==> src/rtl/med_blocos_ctrl.sv <==
// med_blocos_ctrl: sequencing controller for the block-average downscaler.
//
// On a start request it walks a LARGURA x ALTURA 8-bit frame, held in a
// synchronous-read RAM, in FATOR x FATOR blocks. It accumulates each block
// and writes the truncated mean to the NEW_LARG x NEW_ALTURA output RAM.
// It owns both memory ports for the whole frame.
//
// Ports:
//   clk      in   clock, all state on rising edge
//   rst_n    in   asynchronous active-low reset
//   iniciar  in   start request, sampled only in OCIOSO
//   ocupado  out  high whenever the FSM is not in OCIOSO
//   pronto   out  one-cycle pulse, frame complete
//   rd_en    out  input RAM read strobe
//   rd_addr  out  input RAM address (0 when rd_en=0)
//   rd_data  in   input RAM data, valid one cycle after rd_en
//   wr_en    out  output RAM write strobe
//   wr_addr  out  output pixel index (0 when wr_en=0)
//   wr_data  out  block mean (0 when wr_en=0)
//
// Handshake: there is no backpressure. A read issued with rd_en in cycle N
// returns rd_data in cycle N+1; a write is taken by the RAM in every cycle
// wr_en is high. All strobes and the status outputs come straight from
// flops, so no input reaches an output combinationally.
// The FSM state is held in the signal 'state' for hierarchical probing.

module med_blocos_ctrl #(
  parameter int LARGURA    = 80,
  parameter int ALTURA     = 60,
  parameter int FATOR      = 2,
  parameter int NEW_LARG   = LARGURA / FATOR,
  parameter int NEW_ALTURA = ALTURA / FATOR,
  parameter int ADDR_W     = 13,
  parameter int OUT_ADDR_W = 11
) (
  input  logic                  clk,
  input  logic                  rst_n,
  input  logic                  iniciar,
  output logic                  ocupado,
  output logic                  pronto,
  output logic                  rd_en,
  output logic [ADDR_W-1:0]     rd_addr,
  input  logic [7:0]            rd_data,
  output logic                  wr_en,
  output logic [OUT_ADDR_W-1:0] wr_addr,
  output logic [7:0]            wr_data
);

  localparam int LOG_F  = $clog2(FATOR);
  localparam int SH     = 2 * LOG_F;
  localparam int SOMA_W = 8 + SH;
  localparam int DW     = (LOG_F > 0) ? LOG_F : 1;

  localparam logic [DW-1:0]     D_LAST   = DW'(FATOR - 1);
  localparam logic [ADDR_W-1:0] LIN_LAST = ADDR_W'(ALTURA - FATOR);
  localparam logic [ADDR_W-1:0] COL_LAST = ADDR_W'(LARGURA - FATOR);
  localparam logic [ADDR_W-1:0] STEP     = ADDR_W'(FATOR);

  // Reject illegal geometry at elaboration time.
  if (!(FATOR == 1 || FATOR == 2 || FATOR == 4 || FATOR == 8) ||
      (LARGURA % FATOR) != 0 || (ALTURA % FATOR) != 0 ||
      (2 ** ADDR_W) < LARGURA * ALTURA ||
      (2 ** OUT_ADDR_W) < NEW_LARG * NEW_ALTURA) begin : g_bad_param
    $error("med_blocos_ctrl: illegal parameter combination");
  end

  typedef enum logic [2:0] {OCIOSO, LER, ACUM, ESCREVER, FIM} state_t;

  state_t              state;
  logic [ADDR_W-1:0]   linha;     // block anchor row, in pixels
  logic [ADDR_W-1:0]   coluna;    // block anchor column, in pixels
  logic [DW-1:0]       di;
  logic [DW-1:0]       dj;
  logic [SOMA_W-1:0]   soma;
  logic                rd_en_d;   // qualifies rd_data this cycle

  logic [DW-1:0]       di_nx;
  logic [DW-1:0]       dj_nx;
  logic [ADDR_W-1:0]   linha_nx;
  logic [ADDR_W-1:0]   coluna_nx;
  logic [SOMA_W-1:0]   soma_nx;
  logic                ultimo_px;
  logic                ultimo_blk;

  function automatic logic [ADDR_W-1:0] in_addr(
    input logic [ADDR_W-1:0] l,
    input logic [ADDR_W-1:0] c,
    input logic [DW-1:0]     i,
    input logic [DW-1:0]     j
  );
    return (l + ADDR_W'(i)) * ADDR_W'(LARGURA) + c + ADDR_W'(j);
  endfunction

  function automatic logic [OUT_ADDR_W-1:0] out_addr(
    input logic [ADDR_W-1:0] l,
    input logic [ADDR_W-1:0] c
  );
    return OUT_ADDR_W'((l >> LOG_F) * ADDR_W'(NEW_LARG) + (c >> LOG_F));
  endfunction

  always_comb begin
    ultimo_px  = (di == D_LAST) && (dj == D_LAST);
    ultimo_blk = (linha == LIN_LAST) && (coluna == COL_LAST);
    // di outer, dj inner
    if (dj == D_LAST) begin
      dj_nx = '0;
      di_nx = di + DW'(1);
    end else begin
      dj_nx = dj + DW'(1);
      di_nx = di;
    end
    if (coluna == COL_LAST) begin
      coluna_nx = '0;
      linha_nx  = linha + STEP;
    end else begin
      coluna_nx = coluna + STEP;
      linha_nx  = linha;
    end
    soma_nx = rd_en_d ? (soma + SOMA_W'(rd_data)) : soma;
  end

  always_ff @(posedge clk or negedge rst_n) begin
    if (!rst_n) begin
      state   <= OCIOSO;
      linha   <= '0;
      coluna  <= '0;
      di      <= '0;
      dj      <= '0;
      soma    <= '0;
      rd_en_d <= 1'b0;
      ocupado <= 1'b0;
      pronto  <= 1'b0;
      rd_en   <= 1'b0;
      rd_addr <= '0;
      wr_en   <= 1'b0;
      wr_addr <= '0;
      wr_data <= '0;
    end else begin
      rd_en_d <= rd_en;
      soma    <= soma_nx;
      case (state)
        OCIOSO: begin
          if (iniciar) begin
            state   <= LER;
            ocupado <= 1'b1;
            linha   <= '0;
            coluna  <= '0;
            di      <= '0;
            dj      <= '0;
            soma    <= '0;
            rd_en   <= 1'b1;
            rd_addr <= '0;
          end
        end
        LER: begin
          if (ultimo_px) begin
            state   <= ACUM;
            rd_en   <= 1'b0;
            rd_addr <= '0;
          end else begin
            di      <= di_nx;
            dj      <= dj_nx;
            rd_addr <= in_addr(linha, coluna, di_nx, dj_nx);
          end
        end
        ACUM: begin
          // The last pixel is added this cycle, so the mean is taken from
          // soma_nx rather than the not-yet-updated soma.
          state   <= ESCREVER;
          di      <= '0;
          dj      <= '0;
          wr_en   <= 1'b1;
          wr_addr <= out_addr(linha, coluna);
          wr_data <= 8'(soma_nx >> SH);
        end
        ESCREVER: begin
          wr_en   <= 1'b0;
          wr_addr <= '0;
          wr_data <= '0;
          soma    <= '0;
          if (ultimo_blk) begin
            state  <= FIM;
            pronto <= 1'b1;
          end else begin
            state   <= LER;
            linha   <= linha_nx;
            coluna  <= coluna_nx;
            rd_en   <= 1'b1;
            rd_addr <= in_addr(linha_nx, coluna_nx, '0, '0);
          end
        end
        FIM: begin
          state   <= OCIOSO;
          pronto  <= 1'b0;
          ocupado <= 1'b0;
        end
        default: begin
          state   <= OCIOSO;
          ocupado <= 1'b0;
          pronto  <= 1'b0;
          rd_en   <= 1'b0;
          rd_addr <= '0;
          wr_en   <= 1'b0;
          wr_addr <= '0;
          wr_data <= '0;
        end
      endcase
    end
  end

endmodule

==> config.mk <==
export PLATFORM = sky130hd
export DESIGN_NAME = med_blocos_ctrl
export DESIGN_NICKNAME = d
export VERILOG_FILES = /design/src/rtl/med_blocos_ctrl.sv
export SDC_FILE = /design/constraint.sdc
export NUM_CORES = 1
export LEC_CHECK = 0
export ABC_AREA = 1
export ABC_CLOCK_PERIOD_IN_PS = 4300
export CORE_UTILIZATION = 40
export DETAILED_ROUTE_END_ITERATION = 10
export RECOVER_POWER = 50
export SETUP_SLACK_MARGIN = 0.05
export SYNTH_ARGS = -nofsm -noshare
export SYNTH_HDL_FRONTEND = slang
export SYNTH_SLANG_ARGS = --single-unit
==> constraint.sdc <==
create_clock -name clk -period 4.3 [get_ports clk]
set_clock_uncertainty 0.05 [all_clocks]
set_input_delay 0.86 -clock clk [delete_from_list [all_inputs] [get_ports clk]]
set_output_delay 0.86 -clock clk [all_outputs]
set_load 0.02 [all_outputs]
### Yosys cells after proc, flatten, opt, wreduce, memory -nomap -nowiden

Index checks and enable logic that the tools add are counted.

| word-level totals | value |
|---|---|
| register bits | 78 |
| latch bits | 0 |
| bits in writable memories | 0 |
| ROM bits | 0 |
| logic and storage cells | 91 |
| memories | 0 |

| operators by class | value |
|---|---|
| $add $sub $neg | 10 |
| multipliers | 3 |
| divide/modulo/power cells | 0 |
| order comparisons | 0 |
| eq/ne operators | 11 |
| shifts and indexed selects | 0 |
| multiplexer cells | 34 |
| bitwise operators | 3 |
| reduce and logical (&&, ||, !) cells | 16 |

Operator list:

| cell | count |
|---|---|
| 2-to-1 mux 13 bit | 7 |
| one-hot mux 13 bit (2 select lines) | 2 |
| one-hot mux 13 bit (4 select lines) | 1 |
| adder 13 x 1 -> 13 bit | 2 |
| adder 13 bit | 2 |
| adder 13 x 2 -> 13 bit, second input constant | 2 |
| multiplier 13 x 3 -> 9 bit, second input constant | 2 |
| one-hot mux 11 bit (2 select lines) | 1 |
| 2-to-1 mux 10 bit | 2 |
| one-hot mux 10 bit (2 select lines) | 1 |
| one-hot mux 8 bit (2 select lines) | 1 |
| == test 13 x 6 -> 1 bit, second input constant | 1 |
| == test 13 x 7 -> 1 bit, second input constant | 1 |
| multiplier 12 x 3 -> 8 bit, second input constant | 1 |
| one-hot mux 3 bit (4 select lines) | 1 |
| adder 11 bit | 1 |
| adder 10 x 8 -> 10 bit | 1 |
| inequality test 2 bit, second input constant | 5 |
| 2-to-1 mux 1 bit | 9 |
| 2-to-1 mux 3 bit | 3 |
| AND reduction 3 bit | 3 |
| OR reduction 3 bit | 3 |
| == test 3 x 2 -> 1 bit, second input constant | 2 |
| one-hot mux 1 bit (2 select lines) | 3 |
| other kinds (13) | 20 |

### Longest topological paths before layout

Gate-level depths: netlist of the first run.

| depth | value |
|---|---|
| word-level depth | 8 |
| gate-level depth with buffers | 27 |
| gate-level depth less buffers | 27 |

### Worst setup path before layout of the first run

OpenSTA, ideal clock, no wires.

| timing path | value |
|---|---|
| path kind | flip-flop to flip-flop |
| start | register coluna[5] |
| end | register rd_addr[11] |
| arrival | 3288 ps |
| data required time | 4185 ps |
| setup slack | 897 ps |
| stages on the path, launching flop included | 20 |
| buffers on the path | 0 |
| clock period less this slack | 3403 ps |
| cells stage by stage | dfrtp_1 > inv_1 > nand4_1 > nor3_1 > nand3_1 > nor2_1 > xor2_1 > inv_1 > ha_1 > fa_1 > ha_1 > a21o_1 > o21ai_0 > nand2_1 > a21o_1 > a21oi_1 > o21ai_0 > o21ai_0 > nand2_1 > nand2_1 |

| on the way | value |
|---|---|
| word-level cells in the longest chain between the ends | 6 |

RTL lines:

| element | RTL line | text |
|---|---|---|
| start, declared | 71 | `logic [ADDR_W-1:0] coluna;` |
| start signal, assigned | 187 | `coluna <= coluna_nx;` |
| == test 13 x 7 -> 1 bit | 103, 112 |  |
| 2-to-1 mux 13 bit | 112 | `if (coluna == COL_LAST) begin` |
| multiplier 13 x 3 -> 9 bit | 91 | `return (l + ADDR_W'(i)) * ADDR_W'(LARGURA) + c + ADDR_W'(j);` |
| adder 13 bit | 91 |  |
| 2-to-1 mux 13 bit | 181 | `if (ultimo_blk) begin` |
| one-hot mux 13 bit (4 select lines) | 141 | `case (state)` |
| end signal, assigned | 163 | `rd_addr <= in_addr(linha, coluna, di_nx, dj_nx);` |
| end signal, assigned | 189 | `rd_addr <= in_addr(linha_nx, coluna_nx, '0, '0);` |
| end, declared | 42 | `output logic [ADDR_W-1:0] rd_addr,` |

Several ways; a longest one is shown, not always the timed one. The select of a mux whose other input is x is not followed.
A chain may end at the register's enable or synchronous reset.

### Worst setup path after layout of the first run

| timing path | value |
|---|---|
| start | register coluna[7] |
| end | register rd_addr[11] |

Same word-level chain as after synthesis.

==> results.sh, run 1 <==
export IMPL_place_gp_congestion=0.924
export IMPL_drc=0
export IMPL_fin_crit_sh_pct=87.8
export IMPL_post_dp_hpwl_mm=11.9
export IMPL_area_growth_pct=15.5
export IMPL_num_vias=5285
export IMPL_io_pins=47
export IMPL_setup_viol=0
export IMPL_slew_headroom_pct=-72.8
export IMPL_cts_tree="yes"
export IMPL_die_area_sq_um=15200
export IMPL_antenna_found_initial=0
export IMPL_sw_frac_of_total_pct=49.2
export IMPL_async_flop_share_pct=100
export IMPL_std_cell_rows=43
export IMPL_hold_viol=0
export IMPL_p_int_mw=2.46
export IMPL_syn_inst=771
export IMPL_hold_path_class="register to register"
export IMPL_htreeDepth=3
export IMPL_ctsLongestPathBuffers=2
export IMPL_yosys_area_top_type_share_pct=32.8
export IMPL_vdd_ir_drop_max_uv=292
export IMPL_yosysWarnings=0
export IMPL_drt_wirelength_per_cell_um=15.3
export IMPL_grt_max_degree=45
export IMPL_place_port_buffers=46
export IMPL_maxCapViolations=2
export IMPL_dieWidth_um=123
export IMPL_final_instance_count_excl_fill=1002
export IMPL_clock_power_share_pct=15.2
export IMPL_die_height_um=123
export IMPL_worstPathMaxFanout=9
export IMPL_power_density_nw_per_um2=714
export IMPL_synth_area_sq_um=5870
export IMPL_setup_tns_ns=0
export IMPL_place_ws_ns=0.555
export IMPL_ctsRootBufferMaster="clkbuf_16"
export IMPL_min_period_ns=3.77
export IMPL_ant_nets=0
export IMPL_drtPass1Iterations=5
export IMPL_critPathRequiredTime_ns=4.54
export IMPL_seq_power_share_pct=26.1
export IMPL_core_sq_um=14100
export IMPL_cp_cell_sequence="inv_1 > nand2_1 > nor2_1 > nand2_2 > nor2_8 > nor2_1 > nor2_1 > ha_1 > fa_1 > ha_1 > a21o_1 > o21ai_0 > nand2_1 > a21o_1 > a21oi_1 > o21ai_0 > o21ai_0 > nand2_1 > nand2_1"
export IMPL_final_nets=898
export IMPL_synthFlopType="dfrtp_1"
export IMPL_diodes=0
export IMPL_cp_arrival_ns=4.01
export IMPL_synth_edf_count=0
export IMPL_drive_above_1_share_pct=7.18
export IMPL_clkTransAtPathRegs_ns=0.07
export IMPL_grt_pass1_vias=5202
export IMPL_slew_violations=56
export IMPL_cts_made_buffers=9
export IMPL_drtIter0Drc=323
export IMPL_fillers=1395
export IMPL_yosysSeqAreaShare_pct=32.8
export IMPL_wl_mm=15.3
export IMPL_critPathKind="register to register"
export IMPL_clock_latency_ns=0.35
export IMPL_vias_per_cell=5.27
export IMPL_p_leak_nw=3.48
export IMPL_status="complete, but fails checks"
export IMPL_grt_pass1_wl_mm=25.5
export IMPL_synthTopCellsByArea="dfrtp_1 (33%), ha_1 (14%), nand2_1 (12%)"
export IMPL_path_buf_inv=1
export IMPL_rsz0062_at_grt="no"
export IMPL_ys_ff_latch=77
export IMPL_ys_types=48
export IMPL_timing_critical_path_to_type="register"
export IMPL_gr_total_overflow=0
export IMPL_syn_avg_cell_area_sq_um=7.61
export IMPL_max_freq_mhz=265
export IMPL_cpPeakStageDelay_ns=0.49
export IMPL_cp_start_kind="register"
export IMPL_p_total_mw=4.84
export IMPL_critPathSlowestCell="fa_1"
export IMPL_failed_checks="capacitance limit, slew limit"
export IMPL_crit_path_frequent_cell="nand2_1"
export IMPL_cp_top_family="adder cells"
export IMPL_yosys_area_top_type="dfrtp_1"
export IMPL_tightest_slew_ns=2.59
export IMPL_p_comb_share_pct=58.7
export IMPL_dp_cells=986
export IMPL_p_switching_mw=2.38
export IMPL_grtUsageTotal_pct=21.8
export IMPL_finalWorstSetupSlack_ns=0.526
export IMPL_cts_sinks=77
export IMPL_cts_hold_fix_buffers=0
export IMPL_initial_core_util_pct=41.6
[flip-flops by register name, indices dropped and copies added, names as in the netlist]
| register | count |
|---|---|
| wr_en | 1 |
| coluna | 13 |
| wr_data | 8 |
| ocupado | 1 |
| dj | 1 |
| linha | 12 |
| rd_en | 1 |
| rd_en_d | 1 |
| wr_addr | 11 |
| pronto | 1 |
| soma | 10 |
| rd_addr | 13 |
| state | 3 |
| di | 1 |
[layout by cell type (no fill, tap or decap), types with 3 or more instances in the layout]
master	synthesis	final
a21oi_1	31	31
a22oi_1	3	3
nor3_1	15	16
o21ai_0	65	66
ha_1	64	64
fa_1	6	6
nand3_1	34	34
nor2_2	5	4
inv_2	13	10
clkdlybuf4s50_1	0	44
clkbuf_16	0	9
a22o_1	3	3
a21o_1	3	3
xor2_1	17	17
o31ai_1	3	3
dfrtp_1	77	74
inv_1	94	97
xnor2_1	13	13
dfrtp_2	0	3
nand4_1	5	5
nand2_2	6	6
nand2_1	180	180
o22ai_1	15	15
nor2_1	70	71
[layer usage]
metal / vias to the layer above / GRT usage (%) / wire, um
met1: 2502 / 28.2 / 7120
met2: 130 / 36.3 / 7100
li1: 2627 / - / -
met3: 26 / 3.23 / 667
met4: 0 / 9.26 / 441
met5: - / 0 / 0
[power by group through the flow]
stage / clock (mW) / sequential (mW) / combinational, mW
floorplan: 0 / 1.32 / 1.92
global placement: 0 / 1.26 / 2.82
detailed placement: 0 / 1.27 / 2.85
CTS: 0.760 / 1.26 / 2.87
global route: 0.779 / 1.30 / 3.23
finish: 0.735 / 1.26 / 2.84
[kinds of logic (layout without fill, tap and decap cells)]
| kind of cell | count (synthesis) | after routing | share of synthesized area [%] |
|---|---|---|---|
| AOI/OAI and AO/OA | 137 | 137 | 13.6 |
| adders and majority gates | 70 | 70 | 15.7 |
| other | 1 | 2 | 0.0639 |
| and+or+nand+nor | 333 | 333 | 25.3 |
| buffers and inverters | 123 | 173 | 8.00 |
| DFF | 77 | 77 | 32.8 |
| xor gates and xnor gates | 30 | 30 | 4.48 |
[worst paths after layout]
| kind | from | to | slack (ns) | cells past startpoint |
|---|---|---|---|---|
| worst max-delay path | coluna[7]$_DFFE_PN0P_ | rd_addr[11]$_DFFE_PN0P_ | 0.53 | 19 |
| worst min-delay path | rd_en$_DFFE_PN0P_ | rd_en_d$_DFF_PN0_ | 0.36 | 0 |
| worst max register to register | coluna[7]$_DFFE_PN0P_ | rd_addr[11]$_DFFE_PN0P_ | 0.53 | 19 |
| worst min register to register | rd_en$_DFFE_PN0P_ | rd_en_d$_DFF_PN0_ | 0.36 | 0 |
| max in group asynchronous | rst_n | ocupado$_DFFE_PN0P_ | 0.96 | 2 |
| min in group asynchronous | rst_n | linha[6]$_DFFE_PN0P_ | 1.27 | 1 |
[cell usage after synthesis, types with 12 or more instances]
library cell,number
a21oi_1,31
clkbuf_1,12
dfrtp_1,77
ha_1,64
inv_1,94
inv_2,13
nand2_1,180
nand3_1,34
nor2_1,70
nor3_1,15
o21ai_0,65
o22ai_1,15
xnor2_1,13
xor2_1,17
[per-stage QoR]
step	cell area [sq um]	hold WS, ns	utilization, %
5_1_grt	6770	0.380	48.1
3_3_place_gp	6520	0.347	46.2
3_5_place_dp	6520	0.345	46.2
2_1_floorplan	5870	0.444	-
4_1_cts	6800	0.360	48.2
6_report	6770	0.359	48.1
[final cells by class]
cell class / count / area (sq um) / share of cell area, %
Clock buffer: 9 / 225 / 3.32
Clock inverter: 7 / 57.6 / 0.850
Inverter: 107 / 402 / 5.93
Multi-Input combinational cell: 572 / 3460 / 51.0
Sequential cell: 77 / 1930 / 28.5
Tap cell: 180 / 225 / 3.32
Timing Repair Buffer: 50 / 478 / 7.06
[repair_timing]
action	4_1_cts	5_1_grt
endpoints found under the setup margin	0	1
resized for setup	0	4
setup buffers	0	0
No activity file was read; power rests on OpenSTA's default activity.
==> run 2, diff against run 1 <==
ABC_CLOCK_PERIOD_IN_PS = not set   (was 4300)
CORE_ASPECT_RATIO = 1.5   (was not set)
clock period = 3.2 ns   (was 4.3 ns; I/O delays follow)
==> run 2 against run 1 <==
Against the previous run: the flow finishes with violations (setup timing); sequential cell count is the same; largest power group unchanged; critical path type unchanged; clock power grew 39%; fmax grew 11%.
==> results.sh, run 2 (synthesized netlist as in run 1, its figures left out) <==
export IMPL_drtIter0Drc=292
export IMPL_setup_viol=3
export IMPL_worstPathMaxFanout=4
export IMPL_status="complete, but fails checks"
export IMPL_fin_crit_sh_pct=106
export IMPL_die_height_um=150
export IMPL_drive_above_1_share_pct=21.3
export IMPL_finalWorstSetupSlack_ns=-0.205
export IMPL_final_nets=987
export IMPL_initial_core_util_pct=41.3
export IMPL_timing_critical_path_to_type="register"
export IMPL_place_port_buffers=46
export IMPL_failed_checks="setup timing"
export IMPL_place_gp_congestion=0.896
export IMPL_grtUsageTotal_pct=24.0
export IMPL_hold_depth=0
export IMPL_slew_violations=0
export IMPL_slew_headroom_pct=18.4
export IMPL_tightest_slew_ns=1.22
export IMPL_antenna_found_initial=0
export IMPL_ctsRootBufferMaster="clkbuf_16"
export IMPL_max_freq_mhz=294
export IMPL_power_density_nw_per_um2=978
export IMPL_p_total_mw=7.55
export IMPL_critPathKind="register to register"
export IMPL_io_pins=47
export IMPL_gr_total_overflow=0
export IMPL_p_leak_nw=3.91
export IMPL_hold_ws_ns=0.370
export IMPL_hold_path_class="register to register"
export IMPL_seqCellArea_sq_um=1930
export IMPL_critPathRequiredTime_ns=3.43
export IMPL_clkTransAtPathRegs_ns=0.06
export IMPL_vdd_ir_drop_max_uv=514
export IMPL_grt_pass1_wl_mm=27.8
export IMPL_drt_wirelength_per_cell_um=15.6
export IMPL_grt_pass1_vias=5717
export IMPL_grt_max_degree=46
export IMPL_cp_arrival_ns=3.63
export IMPL_min_delay_start="rd_en$_DFFE_PN0P_"
export IMPL_min_period_ns=3.41
export IMPL_drc=0
export IMPL_area_growth_pct=31.6
export IMPL_ctsLongestPathBuffers=2
export IMPL_die_area_sq_um=15200
export IMPL_vias_per_cell=5.14
export IMPL_drtPass1Iterations=6
export IMPL_rr_worst_depth=19
export IMPL_hold_path_end="rd_en_d$_DFF_PN0_"
export IMPL_fin_area_sq_um=7720
export IMPL_reg_top3="coluna (13), rd_addr (13), linha (12)"
export IMPL_cts_made_buffers=9
export IMPL_reg2reg_to="rd_addr[11]$_DFFE_PN0P_"
export IMPL_dieWidth_um=101
export IMPL_cts_hold_fix_buffers=0
export IMPL_std_cell_rows=53
export IMPL_htreeDepth=3
export IMPL_worst_r2r_setup_slack_ns=-0.21
export IMPL_core_sq_um=14200
export IMPL_clock_latency_ns=0.33
export IMPL_cp_start_kind="register"
export IMPL_wl_mm=17.2
export IMPL_post_dp_hpwl_mm=13.7
export IMPL_diodes=0
export IMPL_rsz0062_at_grt="yes"
export IMPL_postPlaceCellArea_sq_um=7250
export IMPL_multiInputGateArea_sq_um=3710
export IMPL_final_common_cell="nand2_1"
export IMPL_r2r_start="coluna[9]$_DFFE_PN0P_"
export IMPL_cts_tree="yes"
export IMPL_ant_nets=0
export IMPL_fillers=1358
export IMPL_num_vias=5664
export IMPL_cts_sinks=77
export IMPL_mostFrequentLayoutCells="nand2_1 (177), buf_4 (90), inv_1 (88)"
export IMPL_maxCapViolations=0
export IMPL_hold_viol=0
run 2: cell count changes in the layout (fill, tap and decap cells not counted), sizes merged:
cell	before	now
buf	2	90
bufinv	0	1
clkbuf	12	14
clkinv	2	4
clkinvlp	2	0
inv	110	108
run 2: worst max path at each step:
stage	from	end	slack (ns)	cells after the start
6_report	coluna[9]$_DFFE_PN0P_	rd_addr[11]$_DFFE_PN0P_	-0.21	19
4_1_cts	coluna[9]$_DFFE_PN0P_	rd_addr[12]$_DFFE_PN0P_	-0.19	22
3_3_place_gp	coluna[9]$_DFFE_PN0P_	rd_addr[12]$_DFFE_PN0P_	-0.20	22
3_5_place_dp	coluna[9]$_DFFE_PN0P_	rd_addr[12]$_DFFE_PN0P_	-0.25	22
5_1_grt	coluna[9]$_DFFE_PN0P_	rd_addr[12]$_DFFE_PN0P_	-0.43	21
2_1_floorplan	coluna[8]$_DFFE_PN0P_	rd_addr[12]$_DFFE_PN0P_	0.007	22
run 2: worst max-delay path: stages (launching register included):
cell	delay, ns
dfrtp_1	0.43
inv_2	0.08
nand4_1	0.12
nor3_2	0.15
nand3_2	0.10
nor2_2	0.14
xor2_1	0.22
inv_2	0.10
ha_4	0.23
fa_2	0.54
ha_4	0.21
a21o_1	0.20
o21ai_2	0.15
nand2_1	0.07
a21o_1	0.16
a21oi_1	0.11
o21ai_1	0.08
o21ai_1	0.08
nand2_1	0.07
nand2_1	0.07
run 2: per-stage QoR:
stage	utilization, %	TNS, ns	setup WS [ns]	std cells
floorplan	-	0	0.00683	772
global placement	51.1	-0.578	-0.200	1080
detailed placement	51.1	-0.699	-0.247	1080
CTS	53.9	-0.512	-0.192	1103
global route	54.4	-1.34	-0.428	1103
finish	54.4	-0.511	-0.205	1103
run 2: what timing repair did:
| item | in CTS | in global routing |
|---|---|---|
| pin swaps | 17 | 5 |
| buffers inserted | 7 | 0 |
| endpoints found under the hold margin | 0 | 0 |
| cloned | 0 | 0 |
| setup endpoints to repair | 4 | 6 |
| resized for setup | 13 | 22 |
run 2: per-layer routing:
metal	GRT usage (%)	up-vias	wire length, um	part of all wire [%]
li1	-	2804	-	-
met5	0	-	0	0
met4	12.2	0	752	4.4
met3	2.92	42	498	2.9
met2	45.1	126	9230	54
met1	26.0	2692	6700	39
run 2: cell type report:
| cell class | count | area share [%] |
|---|---|---|
| Multi-Input combinational cell | 572 | 48.1 |
| Sequential cell | 77 | 25.1 |
| Timing Repair Buffer | 139 | 14.8 |
| Inverter | 107 | 5.20 |
| Tap cell | 192 | 3.11 |
| Clock buffer | 10 | 2.97 |
| Clock inverter | 6 | 0.810 |
run 2: power breakdown:
| part | total [mW] | internal [mW] | switching [mW] |
|---|---|---|---|
| Combinational | 4.90 | 2.11 | 2.79 |
| Clock | 1.02 | 0.605 | 0.418 |
| Sequential | 1.63 | 1.33 | 0.298 |
| Total | 7.55 | 4.04 | 3.51 |
==> run 3, diff against run 2 <==
CORE_UTILIZATION = 54   (was 40)
PLACE_DENSITY = 0.78   (was not set)
SETUP_SLACK_MARGIN = not set   (was 0.05)
==> run 3 against run 2 <==
Against the previous run: the flow finishes with violations (capacitance limit, slew limit, setup timing); via count rose by 2.3%; register-to-register slack got worse by 0.08 ns; final cell count shrank 4.1%; die area decreased by 26%; sequential cell count is the same; largest cell class unchanged.
==> results.sh, run 3 (synthesized netlist as in run 1, its figures left out) <==
export IMPL_hold_viol=0
export IMPL_drc=0
export IMPL_fin_area_sq_um=7640
export IMPL_maxUsedRoutingLayer="met4"
export IMPL_drtIter0Drc=265
export IMPL_rsz0062_at_grt="yes"
export IMPL_ant_nets=0
export IMPL_met3_length_um=688
export IMPL_timing_critical_path_to_type="register"
export IMPL_tightest_slew_ns=1.95
export IMPL_hold_path_end="rd_en_d$_DFF_PN0_"
export IMPL_slew_headroom_pct=-29.7
export IMPL_diodes=0
export IMPL_max_freq_mhz=287
export IMPL_clock_power_share_pct=13.2
export IMPL_die_area_sq_um=11300
export IMPL_std_cell_rows=46
export IMPL_place_port_buffers=46
export IMPL_place_gp_congestion=0.892
export IMPL_core_sq_um=10600
export IMPL_dp_cells=1023
export IMPL_final_instance_count_excl_fill=1058
export IMPL_mostFrequentLayoutCells="nand2_1 (177), buf_4 (94), inv_1 (89)"
export IMPL_ctsRootBufferMaster="clkbuf_16"
export IMPL_reg2reg_to="rd_addr[12]$_DFFE_PN0P_"
export IMPL_drtPass1Iterations=5
export IMPL_wl_mm=16.9
export IMPL_critPathSlowestCell="dfrtp_1"
export IMPL_r2r_start="coluna[8]$_DFFE_PN0P_"
export IMPL_worstPathMaxFanout=4
export IMPL_p_switching_mw=3.53
export IMPL_grt_pass1_vias=5954
export IMPL_hold_path_class="register to register"
export IMPL_cpPeakStageDelay_ns=0.43
export IMPL_m1WireLength_mm=6.28
export IMPL_p_leak_nw=3.93
export IMPL_gr_total_overflow=0
export IMPL_p_int_mw=3.95
export IMPL_drt_wirelength_per_cell_um=16.0
export IMPL_seq_power_share_pct=21.6
export IMPL_area_growth_pct=30.2
export IMPL_final_nets=990
export IMPL_rr_worst_depth=19
export IMPL_cp_arrival_ns=3.68
export IMPL_io_pins=47
export IMPL_status="complete, but fails checks"
export IMPL_cts_tree="yes"
export IMPL_path_buf_inv=1
export IMPL_fillers=878
export IMPL_num_vias=5792
export IMPL_vias_per_cell=5.47
export IMPL_clkTransAtPathRegs_ns=0.07
export IMPL_slew_violations=78
export IMPL_grt_pass1_wl_mm=27.1
export IMPL_grtUsageTotal_pct=31.2
export IMPL_post_dp_hpwl_mm=12.7
export IMPL_finalWorstSetupSlack_ns=-0.286
export IMPL_fin_crit_sh_pct=109
export IMPL_antenna_found_initial=0
export IMPL_reg_top3="coluna (13), rd_addr (13), linha (12)"
export IMPL_crit_path_frequent_cell="nand2_1"
export IMPL_min_period_ns=3.49
export IMPL_cp_top_family="simple AND/OR/NAND/NOR gates"
export IMPL_grt_max_degree=78
export IMPL_postPlaceCellArea_sq_um=7100
export IMPL_initial_core_util_pct=55.4
export IMPL_cts_made_buffers=9
export IMPL_setup_viol=4
export IMPL_critPathRequiredTime_ns=3.39
export IMPL_hold_depth=0
export IMPL_maxCapViolations=1
export IMPL_vdd_ir_drop_max_uv=602
export IMPL_die_height_um=130
export IMPL_sw_frac_of_total_pct=47.2
export IMPL_cts_sinks=77
export IMPL_failed_checks="capacitance limit, slew limit, setup timing"
export IMPL_min_delay_start="rd_en$_DFFE_PN0P_"
export IMPL_power_density_nw_per_um2=979
export IMPL_cp_cell_sequence="nor4_2 > nand3_1 > nor2_1 > xor2_1 > inv_2 > ha_4 > ha_4 > a21oi_2 > nand2_2 > xor2_1 > ha_1 > a21oi_2 > o21ai_1 > a31oi_1 > nand3_1 > nand3_2 > nand2_1 > nand2_1 > nand2_1"
export IMPL_drive_above_1_share_pct=21.1
export IMPL_final_common_cell="nand2_1"
export IMPL_critPathKind="register to register"
export IMPL_ctsLongestPathBuffers=2
export IMPL_p_total_mw=7.47
export IMPL_clock_latency_ns=0.34
export IMPL_p_comb_share_pct=65.2
export IMPL_dr_wl_met2_mm=9.15
export IMPL_htreeDepth=3
export IMPL_worst_r2r_setup_slack_ns=-0.29
export IMPL_cp_start_kind="register"
export IMPL_dieWidth_um=87.1
## run 3: cell types whose count changed in the layout (fill, tap and decap cells not counted), moves of 2 or more
cell        before  now
ha_4            11    9
ha_1            53   55
nor2_2          10    8
clkinvlp_4       0    4
nor2_1          65   68
buf_4           90   94
clkinv_2         3    0
clkbuf_1         4    1
## run 3: metrics by stage
stage	utilization [%]	TNS, ns	worst slack, ns	hold WS, ns
after floorplan	-	-0.00722	-0.00722	0.294
after global placement	67.1	-0.672	-0.226	0.346
after detailed placement	67.1	-1.03	-0.304	0.346
after CTS	71.4	-0.393	-0.181	0.355
after global routing	72.1	-1.45	-0.514	0.366
final	72.1	-0.671	-0.286	0.365
## run 3: how the worst max path moves through the flow
| stage | startpoint | endpoint | cells past startpoint |
|---|---|---|---|
| 2_1_floorplan | coluna[8]$_DFFE_PN0P_ | rd_addr[12]$_DFFE_PN0P_ | 22 |
| 3_3_place_gp | coluna[10]$_DFFE_PN0P_ | rd_addr[11]$_DFFE_PN0P_ | 17 |
| 3_5_place_dp | coluna[9]$_DFFE_PN0P_ | rd_addr[11]$_DFFE_PN0P_ | 18 |
| 4_1_cts | coluna[8]$_DFFE_PN0P_ | rd_addr[12]$_DFFE_PN0P_ | 20 |
| 5_1_grt | coluna[8]$_DFFE_PN0P_ | rd_addr[12]$_DFFE_PN0P_ | 19 |
| 6_report | coluna[8]$_DFFE_PN0P_ | rd_addr[12]$_DFFE_PN0P_ | 19 |
## run 3: layer usage
metal / up-vias / GRT usage, %
met5: - / 0
met1: 2740 / 31.4
met3: 59 / 4.65
li1: 2823 / -
met2: 170 / 59.4
met4: 0 / 18.8
## run 3: layout make-up
class | instances | area (sq um) | area share [%]
multi-input combinational | 572 | 3660 | 47.9
sequential | 77 | 1930 | 25.3
timing repair buffer | 142 | 1180 | 15.4
inverter | 107 | 402 | 5.26
clock inverter | 7 | 58.8 | 0.770
clock buffer | 9 | 225 | 2.95
tap | 144 | 180 | 2.36
## run 3: power groups by stage
| stage | registers (mW) | clock network (mW) | logic [mW] |
|---|---|---|---|
| after floorplan | 1.79 | 0 | 2.68 |
| after global placement | 1.61 | 0 | 4.37 |
| final | 1.61 | 0.987 | 4.87 |
| after CTS | 1.60 | 0.995 | 4.74 |
| after global routing | 1.66 | 1.03 | 5.36 |
| after detailed placement | 1.62 | 0 | 4.51 |
## run 3: timing repair
item	4_1_cts	5_1_grt
setup buffers	16	4
hold buffers	0	0
endpoints found under the setup margin	4	6
gates resized for setup	18	16
pin swaps	13	7
